File: src/rtl/uart_pkg.sv
// Shared UART package.
// Holds the character width, the default transmit-buffer depth and the
// FIFO status bundle that the controller packs into its status word.
package uart_pkg;

  localparam int UART_DLEN = 8;
  localparam int TXB_DEPTH = 16;

  // Status bundle for the controller's status word.
  // The field order is fixed because the controller packs it into a register.
  typedef struct packed {
    logic overflow;
    logic underflow;
    logic empty;
    logic afull;
    logic full;
  } uart_fifo_status_t;

endpackage

File: src/rtl/uart_fifo_mem.sv
// Simple dual-port register array: one synchronous write port and one
// asynchronous read port. The contents are not reset. The tx buffer uses it,
// and the rx buffer will reuse it.
// Ports:
//   clk            write clock
//   we             write enable
//   waddr / wdata  write index and write data
//   raddr          read index
//   rdata          combinational read data, mem[raddr]
module uart_fifo_mem #(
  parameter int DLEN  = 8,
  parameter int DEPTH = 16,
  localparam int AW   = $clog2(DEPTH)
) (
  input  logic            clk,
  input  logic            we,
  input  logic [AW-1:0]   waddr,
  input  logic [DLEN-1:0] wdata,
  input  logic [AW-1:0]   raddr,
  output logic [DLEN-1:0] rdata
);

  logic [DLEN-1:0] mem [DEPTH];

  always_ff @(posedge clk) begin
    if (we) begin
      mem[waddr] <= wdata;
    end
  end

  assign rdata = mem[raddr];

endmodule

File: src/rtl/uart_tx_fifo.sv
// UART transmit buffer.
// Sits between the AXI-lite UART controller and the serializer. It is a
// power-of-two circular buffer with first-word fall-through output.
// Ports:
//   clk, rstn                    clock and synchronous active-low reset
//   i_clr                        synchronous flush of contents and sticky flags
//   i_s_tvalid/o_s_tready/i_s_tdata  upstream byte stream from the controller
//   o_m_tvalid/i_m_tready/o_m_tdata  downstream byte stream to the serializer
//   o_full, o_empty, o_afull     occupancy flags
//   o_count                      occupancy, 0..DEPTH
//   o_overflow, o_underflow      sticky error flags
//
// Handshake: a byte moves on a stream only in a cycle where valid and ready
// are both 1. The source holds data stable while valid is 1 and ready is 0.
// Both ready and valid are decoded from registered pointers only, so neither
// of them depends combinationally on the opposite port.
module uart_tx_fifo
  import uart_pkg::*;
#(
  parameter int DLEN      = UART_DLEN,
  parameter int DEPTH     = TXB_DEPTH,
  parameter int AFULL_LVL = DEPTH - 2,
  localparam int AW       = $clog2(DEPTH)
) (
  input  logic            clk,
  input  logic            rstn,
  input  logic            i_clr,
  input  logic            i_s_tvalid,
  output logic            o_s_tready,
  input  logic [DLEN-1:0] i_s_tdata,
  output logic            o_m_tvalid,
  input  logic            i_m_tready,
  output logic [DLEN-1:0] o_m_tdata,
  output logic            o_full,
  output logic            o_empty,
  output logic            o_afull,
  output logic [AW:0]     o_count,
  output logic            o_overflow,
  output logic            o_underflow
);

  localparam logic [AW:0] AFULL_THR = (AW+1)'(AFULL_LVL);
  localparam logic [AW:0] PTR_ONE   = (AW+1)'(1);

  // Each pointer has one extra wrap bit above the index bits.
  logic [AW:0] wptr, rptr, count;
  logic        ovf_q, udf_q;
  logic        full, empty;
  logic        push, pop;
  logic        mem_we;

  uart_fifo_status_t status;

  assign empty = (wptr == rptr);
  assign full  = (wptr[AW] != rptr[AW]) && (wptr[AW-1:0] == rptr[AW-1:0]);

  assign push = i_s_tvalid & ~full;
  assign pop  = i_m_tready & ~empty;

  // A byte offered during a flush or reset cycle is discarded.
  // The write is gated here so that no stale write lands in the array.
  assign mem_we = push & rstn & ~i_clr;

  always_ff @(posedge clk) begin
    if (!rstn || i_clr) begin
      wptr  <= '0;
      rptr  <= '0;
      count <= '0;
      ovf_q <= 1'b0;
      udf_q <= 1'b0;
    end else begin
      if (push) wptr <= wptr + PTR_ONE;
      if (pop)  rptr <= rptr + PTR_ONE;
      case ({push, pop})
        2'b10:   count <= count + PTR_ONE;
        2'b01:   count <= count - PTR_ONE;
        default: count <= count;
      endcase
      if (i_s_tvalid && full)  ovf_q <= 1'b1;
      if (i_m_tready && empty) udf_q <= 1'b1;
    end
  end

  uart_fifo_mem #(
    .DLEN  (DLEN),
    .DEPTH (DEPTH)
  ) u_mem (
    .clk   (clk),
    .we    (mem_we),
    .waddr (wptr[AW-1:0]),
    .wdata (i_s_tdata),
    .raddr (rptr[AW-1:0]),
    .rdata (o_m_tdata)
  );

  always_comb begin
    status           = '0;
    status.overflow  = ovf_q;
    status.underflow = udf_q;
    status.empty     = empty;
    status.afull     = (count >= AFULL_THR);
    status.full      = full;
  end

  assign o_full      = status.full;
  assign o_empty     = status.empty;
  assign o_afull     = status.afull;
  assign o_overflow  = status.overflow;
  assign o_underflow = status.underflow;
  assign o_count     = count;
  assign o_s_tready  = ~status.full;
  assign o_m_tvalid  = ~status.empty;

endmodule
File: config.mk
export PLATFORM = sky130hd
export DESIGN_NAME = uart_tx_fifo
export DESIGN_NICKNAME = d
export VERILOG_FILES = /design/src/rtl/uart_pkg.sv /design/src/rtl/uart_fifo_mem.sv /design/src/rtl/uart_tx_fifo.sv
export SDC_FILE = /design/constraint.sdc
export NUM_CORES = 1
export LEC_CHECK = 0
export CAP_MARGIN = 20
export CELL_PAD_IN_SITES_DETAIL_PLACEMENT = 1
export CELL_PAD_IN_SITES_GLOBAL_PLACEMENT = 1
export CORE_MARGIN = 8
export CORE_UTILIZATION = 30
export DETAILED_ROUTE_END_ITERATION = 10
export PLACE_DENSITY = 0.61
export SLEW_MARGIN = 15
export SYNTH_ARGS = -nofsm -noshare
export SYNTH_HDL_FRONTEND = slang
export SYNTH_SLANG_ARGS = --single-unit
File: constraint.sdc
create_clock -name clk -period 2.9 [get_ports clk]
set_clock_uncertainty 0.15 [all_clocks]
set_input_delay 0.29 -clock clk [delete_from_list [all_inputs] [get_ports clk]]
set_output_delay 0.29 -clock clk [all_outputs]
set_load 0.005 [all_outputs]
; ---- Yosys cells after proc, flatten, opt, wreduce, memory -nomap -nowiden
; Memories as Yosys holds them, arrays and structs flattened. A register that Yosys moved wholly into a read port is not among the register bits.
; Index checks and enable logic that the tools add are counted.
[op_classes]
add_sub_neg = 4
magnitude_cmp = 1
eq_ne = 5
muxes = 5
n_bitwise = 7
n_reduce_logical = 6
[ops]
columns = operator, n
row1 = "adder 5 x 1 -> 5 bit, second input constant", 3
row2 = one-hot mux 5 bit (2 select lines), 1
row3 = two-way mux 4 bit, 2
row4 = equality test 5 bit, 1
row5 = ">= comparator 5 x 4 -> 1 bit, second input constant", 1
row6 = "subtractor 5 x 1 -> 5 bit, second input constant", 1
row7 = bitwise AND 1 bit, 4
row8 = equality test 4 bit, 1
row9 = logical AND 1 bit, 3
row10 = NOT 1 bit, 3
row11 = "equality test 2 x 1 -> 1 bit, second input constant", 1
row12 = "equality test 2 bit, second input constant", 1
row13 = two-way mux 1 bit, 2
row14 = nonzero test 2 bit, 1
row15 = zero test 1 bit, 1
row16 = logical OR 1 bit, 1
row17 = inequality test 1 bit, 1
[word_totals]
register_bits = 17
mem_bits_rw = 128
input_bits = 13
out_inout_bits = 20
word_cells = 34
n_memories = 1
[mem_list]
columns = name, depth, word_bits, rd, rd_clocked_by_memory_dff, wr, line
row1 = u_mem.mem, 16, 8, 1, 1, 1, uart_fifo_mem.sv:23  ; logic [DLEN-1:0] mem [DEPTH];

; ---- Logic depth before layout (Yosys ltp)
; Gate-level depths: netlist of run 1.
[depth]
ltp_word = 8
mapped_depth = 14
mapped_depth_nobuf = 11

; ---- Hierarchy
; Synthesis of run 1 repeated with hierarchy kept, for this count alone.
[unflattened]
cells_unflattened = 331
area_unflattened_um2 = 5933.2
[modules_own_cells]
columns = mod, n_inst, cells_each, area_each_um2, seq_area_each_um2
row1 = uart_fifo_mem, 1, 221, 4987.3, 3843.7
row2 = uart_tx_fifo, 1, 110, 945.9, 340.3

; ---- Worst setup path before layout of run 1
; Ideal clock, no wire load.
[synth_path]
path_type = register -> register
startpoint = reg wptr[0]
endpoint = reg count[4], in the netlist o_count[4]
setup_ns = 0.078
arrival_time_ns = 2.613
required_time_ns = 2.672
path_slack_ns = 0.059
stages_incl_launch_ff = 13
n_path_buf = 1
synth_period_minus_slack_ns = 2.841
path_cell_list = dfxtp_1 xnor2_1 nand4_4 o21ai_2 ha_1 clkbuf_1 xor2_1 ha_1 nor3b_1 nand3_1 o21ai_0 o31a_1 nor3_1
[synth_via]
elab_chain_cells = 6
elab_cells_between_ends = 11
classes_between = eq/ne (4) / mux (1) / bitwise (4) / reduce/logical (2)
[synth_lines]
columns = element, line
row1 = start: declaration, uart_tx_fifo.sv:46  ; logic [AW:0] wptr, rptr, count;
row2 = start signal: assignment, uart_tx_fifo.sv:72  ; if (push) wptr <= wptr + PTR_ONE;
row3 = equality test 4 bit, uart_tx_fifo.sv:55  ; assign full = (wptr[AW] != rptr[AW]) && (wptr[AW-1:0] == rptr[AW-1:0]);
row4 = logical AND 1 bit, uart_tx_fifo.sv:55
row5 = NOT 1 bit, uart_tx_fifo.sv:57  ; assign push = i_s_tvalid & ~full;
row6 = bitwise AND 1 bit, uart_tx_fifo.sv:57
row7 = equality test 2 x 1 -> 1 bit or equality test 2 bit (tied branches), uart_tx_fifo.sv:74  ; case ({push, pop})
row8 = one-hot mux 5 bit (2 select lines) or nonzero test 2 bit (tied branches), -
row9 = end signal: assignment, uart_tx_fifo.sv:75  ; 2'b10: count <= count + PTR_ONE;
row10 = end signal: assignment, uart_tx_fifo.sv:76  ; 2'b01: count <= count - PTR_ONE;
row11 = end signal: assignment, uart_tx_fifo.sv:77  ; default: count <= count;
row12 = end: declaration, uart_tx_fifo.sv:46
; Several ways; a longest one is shown, not always the timed one.
; A chain may end at the register's enable or synchronous reset.

==> tab_implementation.tex, run 1 <==
\begin{tabular}{lr}
\hline
Metric & Value \\
\hline
\multicolumn{2}{l}{\textbf{Outcome}} \\
Run status & completed \\
\multicolumn{2}{l}{\textbf{Clocking}} \\
Number of H-tree levels & 4 \\
Clk pin slew, worst setup/hold paths & 0.06 ns \\
Clk Latency, worst-skew pair & 0.42 ns \\
Number of clock sinks seen by CTS & 149 \\
TritonCTS clock tree & built \\
\# hold bufs at CTS & 0 \\
TritonCTS Buffers & 17 \\
Buffer type at the clock tree root & sky130\_fd\_sc\_hd\_\_clkbuf\_16 \\
Largest buffer count on any clock path & 2 \\
\multicolumn{2}{l}{\textbf{Worst setup path}} \\
Worst R2R Setup Slack & 0.23 ns \\
Required time of the critical path & 2.46 ns \\
Startpoint of the worst-slack reg-to-reg timing path & wptr[1]\$\_SDFFE\_PP0P\_ \\
Critical Path Start Type & flip-flop \\
FF-to-FF path depth & 11 \\
CP Data Arrival Time & between 2 and 2.5 ns \\
Largest fanout on the critical path & 10 \\
Path type of the worst setup path & flip-flop to output pin \\
Nature of the critical path endpoint & output pin \\
Reg-to-reg critical path endpoint & o\_count[4]\$\_SDFFE\_PP0P\_ \\
\multicolumn{2}{l}{\textbf{Worst hold path}} \\
Worst Hold Path Cells & 2 \\
Launch point of the worst hold path & o\_overflow\$\_SDFFE\_PP0P\_ \\
Class of the tightest hold or removal check & flip-flop to flip-flop \\
Hold Path Sink & o\_overflow\$\_SDFFE\_PP0P\_ \\
\multicolumn{2}{l}{\textbf{STA}} \\
Unrepaired setup endpoints after global routing & false \\
Max Fclk & 362.6 MHz \\
Final Critical Period & 2.758 ns \\
Total negative slack for setup checks & 0 ns \\
Setup violations, final & 0 \\
Worst Tran Pin Value & 0.5827 ns \\
Final Hold Violating Endpoints & 0 \\
Final period utilization & 0.9510 \\
Final WS setup & 0.1422 ns \\
Worst slew margin relative to its limit & 0.6103 \\
Final Max Tran Viols & 0 \\
\multicolumn{2}{l}{\textbf{Global routing}} \\
Remaining global-route overflow & 0 \\
Overall routing resource usage & 0.1144 \\
Maximum number of pins on one net before global-route repair & 33 \\
Wire length of the first global-routing pass & 20.85 mm \\
Number of antenna violations at the first check in global routing & 0 \\
Number of global-route vias before repair & 3581 \\
\multicolumn{2}{l}{\textbf{Finish}} \\
Final nets & about 420 \\
Layout cells sized above 1 & 0.2512 \\
Count of inserted antenna diode cells & 0 \\
Area added between synthesis and finish & 22.53\% \\
\multicolumn{2}{l}{\textbf{Power}} \\
Power per unit of standard cell area & 604.9 nW/µm² \\
Leakage & 2.364 nW \\
Overall power of the completed layout & between 4 and 5 mW \\
VDD IR-drop max & 0.3587 mV \\
\multicolumn{2}{l}{\textbf{Die}} \\
Width of the die & 158.5 µm \\
Core region area & 20100 µm² \\
Placement Rows & 52 \\
Count of boundary I/O pins & 33 \\
Die ar. & 25120 µm² \\
Die extent in y & 158.5 µm \\
Effective utilization at floorplan & 0.3030 \\
\multicolumn{2}{l}{\textbf{Logic synthesis}} \\
Warnings, synthesis & 0 \\
Post-Synthesis Net Count & 357 \\
Most used flip-flop cell after synthesis & sky130\_fd\_sc\_hd\_\_edfxtp\_1 \\
Mean instance size in the synthesized netlist & $\sim$18 µm² \\
Cells after Synth & $\sim$340 \\
Mapped cell area & 6092 µm² \\
Top cells by area in the synthesized netlist & sky130\_fd\_sc\_hd\_\_edfxtp\_1 (63\%), sky130\_fd\_sc\_hd\_\_mux4\_2 (15\%), sky130\_fd\_sc\_hd\_\_dfxtp\_1 (6.9\%), sky130\_fd\_sc\_hd\_\_nor2\_1 (2.1\%), sky130\_fd\_sc\_hd\_\_ha\_1 (1.4\%) \\
Fraction of synthesis flops using an asynchronous set or reset pin & 0 \\
Synth top cells by count & sky130\_fd\_sc\_hd\_\_edfxtp\_1 (128), sky130\_fd\_sc\_hd\_\_mux4\_2 (40), sky130\_fd\_sc\_hd\_\_nor2\_1 (34) \\
Post-synth EDFFs & 128 \\
Cell type contributing the most total cell area after synthesis & sky130\_fd\_sc\_hd\_\_edfxtp\_1 \\
Most numerous cell in the Yosys netlist & sky130\_fd\_sc\_hd\_\_edfxtp\_1 \\
Synthesis-stage register bit count & between 100 and 150 \\
Synth top area share & 0.6309 \\
Part of the Yosys area used for sequential elements & 0.6999 \\
Number of different library cells in the post-synthesis netlist & 43 \\
\multicolumn{2}{l}{\textbf{Drt}} \\
Post-route ant nets & 0 \\
Number of remaining DRC errors & 0 \\
Starting DRC count in detailed routing & 197 \\
Detail-routed via count per cell & 4.681 \\
Number of detailed-routing iterations run before antenna repair & 5 \\
Routed wirelength normalized by instance count & 19.10 µm \\
Total routed wirelength & 12.99 mm \\
Number of vias after detailed routing & around 3200 \\
\multicolumn{2}{l}{\textbf{Place}} \\
Quantity of I/O buffers inserted on ports & 32 \\
DP Wirelength & about 9 mm \\
Placer congestion estimate & 0.7498 \\
Setup slack at placement & approximately 0.21 ns \\
\multicolumn{2}{l}{\textbf{Run}} \\
Max Cap Viol & 0 \\
\hline
\end{tabular}
-- layer usage --
layer	routed length, µm	GRT usage
met3	537	0.03773
met5	0	0
met1	5729	0.1372
met4	140	0.03772
met2	6578	0.1908
-- layout by cell type (no fill, tap or decap), types with 3 or more instances in the layout --
cell,instances
sky130_fd_sc_hd__xnor2_1,7
sky130_fd_sc_hd__clkdlybuf4s50_1,24
sky130_fd_sc_hd__nand2_1,11
sky130_fd_sc_hd__nor4_1,3
sky130_fd_sc_hd__nand2b_1,7
sky130_fd_sc_hd__a21oi_1,3
sky130_fd_sc_hd__inv_1,5
sky130_fd_sc_hd__clkbuf_16,17
sky130_fd_sc_hd__nand3_1,3
sky130_fd_sc_hd__buf_12,3
sky130_fd_sc_hd__ha_1,7
sky130_fd_sc_hd__clkinv_2,3
sky130_fd_sc_hd__xor2_1,6
sky130_fd_sc_hd__dlygate4sd2_1,8
sky130_fd_sc_hd__edfxtp_1,128
sky130_fd_sc_hd__and3_1,3
sky130_fd_sc_hd__clkinvlp_4,3
sky130_fd_sc_hd__mux4_2,40
sky130_fd_sc_hd__nor2_1,34
sky130_fd_sc_hd__nor3_1,8
sky130_fd_sc_hd__buf_4,24
sky130_fd_sc_hd__dfxtp_1,20
sky130_fd_sc_hd__mux2i_1,5
-- sequential cells by signal (all words and copies together) (netlist names), named ones only --
register / flops
o_overflow: 1
rptr: 5
o_underflow: 1
o_count: 5
u_mem.mem: 128
wptr: 5
-- what timing repair did --
item / CTS / global route
setup buffers: 1 / 0
setup endpoints to repair: 8 / 0
gates resized for setup: 13 / 0
-- final cells by class --
class | instances | area [µm²]
Fill cell | 2013 | 12640
Sequential cell | 149 | 4268
Multi-Input combinational cell | 165 | 1723
Timing Repair Buffer | 60 | 578.1
Clock buffer | 18 | 429.2
Tap cell | 270 | 337.8
Clock inverter | 13 | 110.1
Inverter | 5 | 18.77
-- report_power, final --
part           switching [mW]  internal [mW]
Combinational          0.0840         0.0747
Sequential            0.00859           2.33
Clock                   0.846           1.17
Total                   0.939           3.58
-- metrics by stage --
step	area (µm²)	hold slack, ns	util	std cells
floorplan	6092	0.2389	-	337
global route	7465	0.3740	0.3713	680
detailed placement	6885	0.3081	0.3425	647
finish	7465	0.3213	0.3713	680
global placement	6885	0.3018	0.3425	647
CTS	7465	0.3259	0.3713	680
-- cells by family (layout without fill, tap and decap cells) --
| group | count (synthesis) | in the layout | share of synthesized area |
|---|---|---|---|
| mux | 46 | 46 | 0.1598 |
| xor+xnor | 15 | 15 | 0.02403 |
| flops | 149 | 149 | 0.6999 |
| compound gates | 17 | 17 | 0.01951 |
| buf+inv | 23 | 96 | 0.01725 |
| simple gates | 80 | 80 | 0.06511 |
| fa+ha+maj | 7 | 7 | 0.01438 |
-- critical path: stages (launching register included) --
cell and delay, ns:
sky130_fd_sc_hd__dfxtp_4 0.42, sky130_fd_sc_hd__buf_12 0.17, sky130_fd_sc_hd__mux4_2 0.52, sky130_fd_sc_hd__mux4_2 0.49, sky130_fd_sc_hd__dlygate4sd2_1 0.29
-- how the worst max path moves through the flow --
stage	slack, ns	to	startpoint
2_1_floorplan	0.06	o_count[4]$_SDFFE_PP0P_	wptr[0]$_SDFFE_PP0P_
3_3_place_gp	0.29	o_m_tdata[3]	flip-flop
3_5_place_dp	0.21	o_count[4]$_SDFFE_PP0P_	wptr[1]$_SDFFE_PP0P_
4_1_cts	0.09	o_m_tdata[1]	flip-flop
5_1_grt	0.04	o_count[4]$_SDFFE_PP0P_	wptr[1]$_SDFFE_PP0P_
6_report	0.14	o_m_tdata[1]	flip-flop
Power figures use the tool's default switching activity.
==> run 2, diff against run 1 <==
CORE_MARGIN = 4   (was 8)
==> run 2 against run 1 <==
Power is 5.0% higher. Register-to-register slack hardly changed. Flip-flop and latch count stayed put. Core utilization is 1.1 points higher. Final cell count is 0.59% lower. Non-clock buffer count stayed put. Clock power is 11% higher. Critical endpoint is now o_m_tdata[5].
==> tab_implementation.tex, run 2 (synthesized netlist as in run 1, its figures left out) <==
\begin{tabular}{lr}
\hline
Metric & Value \\
\hline
\multicolumn{2}{l}{\textbf{Power}} \\
VDD IR-drop max & 0.4113 mV \\
Sequential share of power & 0.494 \\
Clock power frac & 0.473 \\
Part of the power in combinational logic & 0.033 \\
Power per unit of standard cell area & approximately 630 nW/µm² \\
Proportion of total power due to net switching & 0.2046 \\
Leakage & about 2.4 nW \\
Internal & approximately 3.8 mW \\
Switching pwr & 0.9703 mW \\
\multicolumn{2}{l}{\textbf{Worst setup path}} \\
CP dominant cell by count & sky130\_fd\_sc\_hd\_\_mux4\_2 \\
Worst R2R Setup Slack & 0.24 ns \\
Largest fanout on the critical path & 6 \\
FF-to-FF path depth & 11 \\
Reg-to-reg critical path endpoint & o\_count[4]\$\_SDFFE\_PP0P\_ \\
CP max stage delay & 0.50 ns \\
Startpoint of the worst-slack reg-to-reg timing path & wptr[0]\$\_SDFFE\_PP0P\_ \\
Path type of the worst setup path & flip-flop to output pin \\
Critical Path Slowest Stage Cell & sky130\_fd\_sc\_hd\_\_mux4\_2 \\
CP Data Arrival Time & 2.36 ns \\
Critical Path Start Type & flip-flop \\
Required time of the critical path & 2.46 ns \\
Critical Path End & o\_m\_tdata[5] \\
Nature of the critical path endpoint & output pin \\
Crit path cell chain & buf\_12 -> mux4\_2 -> mux4\_2 -> clkdlybuf4s50\_1 \\
\multicolumn{2}{l}{\textbf{STA}} \\
Worst Tran Pin Value & between 0.5 and 0.6 ns \\
Final Hold Violating Endpoints & 0 \\
Final Critical Period & 2.803 ns \\
Final Max Tran Viols & 0 \\
Final period utilization & 0.9664 \\
Max Fclk & 356.8 MHz \\
Worst slew margin relative to its limit & 0.6137 \\
Worst Hold Slack & 0.3280 ns \\
Setup violations, final & 0 \\
Unrepaired setup endpoints after global routing & false \\
\multicolumn{2}{l}{\textbf{Place}} \\
Quantity of I/O buffers inserted on ports & 32 \\
DP Wirelength & 8.680 mm \\
Placer congestion estimate & 0.7794 \\
Cell Area, Placed & 6879 µm² \\
\multicolumn{2}{l}{\textbf{Global routing}} \\
Remaining global-route overflow & 0 \\
Number of antenna violations at the first check in global routing & 0 \\
Number of global-route vias before repair & $\sim$3500 \\
Wire length of the first global-routing pass & 21.06 mm \\
Overall routing resource usage & 0.1287 \\
Maximum number of pins on one net before global-route repair & 33 \\
\multicolumn{2}{l}{\textbf{Clocking}} \\
TritonCTS clock tree & built \\
Number of clock sinks seen by CTS & 149 \\
\# hold bufs at CTS & 0 \\
Clk Latency, worst-skew pair & 0.42 ns \\
Clk pin slew, worst setup/hold paths & 0.06 ns \\
Buffer type at the clock tree root & sky130\_fd\_sc\_hd\_\_clkbuf\_16 \\
Largest buffer count on any clock path & 2 \\
TritonCTS Buffers & 17 \\
Number of H-tree levels & 4 \\
\multicolumn{2}{l}{\textbf{Die}} \\
Effective utilization at floorplan & 0.3090 \\
Die extent in y & 150.5 µm \\
Core region area & 19720 µm² \\
Placement Rows & 51 \\
Die ar. & 22650 µm² \\
Count of boundary I/O pins & 33 \\
Width of the die & 150.5 µm \\
\multicolumn{2}{l}{\textbf{Finish}} \\
Top library cells by usage in the layout, fill and taps aside & sky130\_fd\_sc\_hd\_\_edfxtp\_1 (128), sky130\_fd\_sc\_hd\_\_mux4\_2 (40), sky130\_fd\_sc\_hd\_\_nor2\_1 (34) \\
Most common cell after layout, fill and taps aside & sky130\_fd\_sc\_hd\_\_edfxtp\_1 \\
Post-route design area & 7528 µm² \\
Layout cells sized above 1 & 0.2579 \\
Final nets & approximately 420 \\
Area added between synthesis and finish & 23.58\% \\
Count of inserted antenna diode cells & 0 \\
Post-route core utilization & 0.3818 \\
Register name with the most flops & u\_mem.mem \\
Flip-flop count of the largest register, all copies and words added & 128 \\
\multicolumn{2}{l}{\textbf{Drt}} \\
Number of vias after detailed routing & around 3200 \\
Starting DRC count in detailed routing & 211 \\
Total routed wirelength & 13.48 mm \\
Post-route ant nets & 0 \\
Detail-routed via count per cell & between 4 and 5 \\
Number of remaining DRC errors & 0 \\
Number of detailed-routing iterations run before antenna repair & 4 \\
Routed wirelength normalized by instance count & 19.94 µm \\
\multicolumn{2}{l}{\textbf{Worst hold path}} \\
Class of the tightest hold or removal check & flip-flop to flip-flop \\
Launch point of the worst hold path & o\_underflow\$\_SDFFE\_PP0P\_ \\
\multicolumn{2}{l}{\textbf{Run}} \\
Max Cap Viol & 0 \\
\multicolumn{2}{l}{\textbf{Outcome}} \\
Run status & completed \\
\hline
\end{tabular}
## run 2: metrics by stage
| step | setup WS [ns] | power (mW) | std cells | TNS [ns] |
|---|---|---|---|---|
| 2_1_floorplan | 0.05872 | 2.460 | 337 | 0 |
| 3_3_place_gp | 0.2898 | 2.542 | 642 | 0 |
| 3_5_place_dp | 0.2117 | 2.547 | 642 | 0 |
| 4_1_cts | -0.02215 | 4.802 | 674 | -0.02215 |
| 5_1_grt | 0.002598 | 4.916 | 676 | 0 |
| 6_report | 0.09731 | 4.742 | 676 | 0 |
## run 2: critical path, delay by kind of cell, from the launching register on
family   cells  cell delay (ns)
mux          2             0.98
buf+inv      2             0.60
flops        1             0.37
## run 2: how the worst min path moves through the flow
stage,to,slack [ns],depth (start not counted)
3_3_place_gp,o_underflow$_SDFFE_PP0P_,0.30,2
6_report,o_underflow$_SDFFE_PP0P_,0.33,2
4_1_cts,o_underflow$_SDFFE_PP0P_,0.34,2
3_5_place_dp,o_underflow$_SDFFE_PP0P_,0.32,2
5_1_grt,o_underflow$_SDFFE_PP0P_,0.37,2
2_1_floorplan,u_mem.mem[0][0]$_DFFE_PP_,0.24,0
## run 2: final cells by class
cell class / instances / area (µm²)
fillers: 1934 / 12190
flip-flops and latches: 149 / 4269
multi-input cells: 165 / 1730
repair buffers: 60 / 575.6
clock buffers: 18 / 429.2
well taps: 265 / 331.6
clock inverters: 14 / 173.9
inverters: 5 / 18.77
## run 2: timing repair
item	in CTS	in global routing
endpoints found under the hold margin	0	0
resized for setup	10	3
endpoints found under the setup margin	8	3
setup buffers	0	2
## run 2: power groups by stage
stage          Combinational (mW)  Sequential [mW]  Clock [mW]
6_report                    0.159             2.34        2.24
5_1_grt                     0.175             2.34        2.40
4_1_cts                     0.159             2.34        2.30
3_5_place_dp                0.160             2.39           0
3_3_place_gp                0.156             2.39           0
2_1_floorplan              0.0763             2.38           0
## run 2: routing by layer
layer | routed length [µm] | up-vias | GRT usage
met5 | 0 | - | 0
met1 | 6007 | 1668 | 0.1670
met2 | 6840 | 62 | 0.2110
li1 | - | 1464 | -
met3 | 529 | 10 | 0.03853
met4 | 104 | 0 | 0.03522
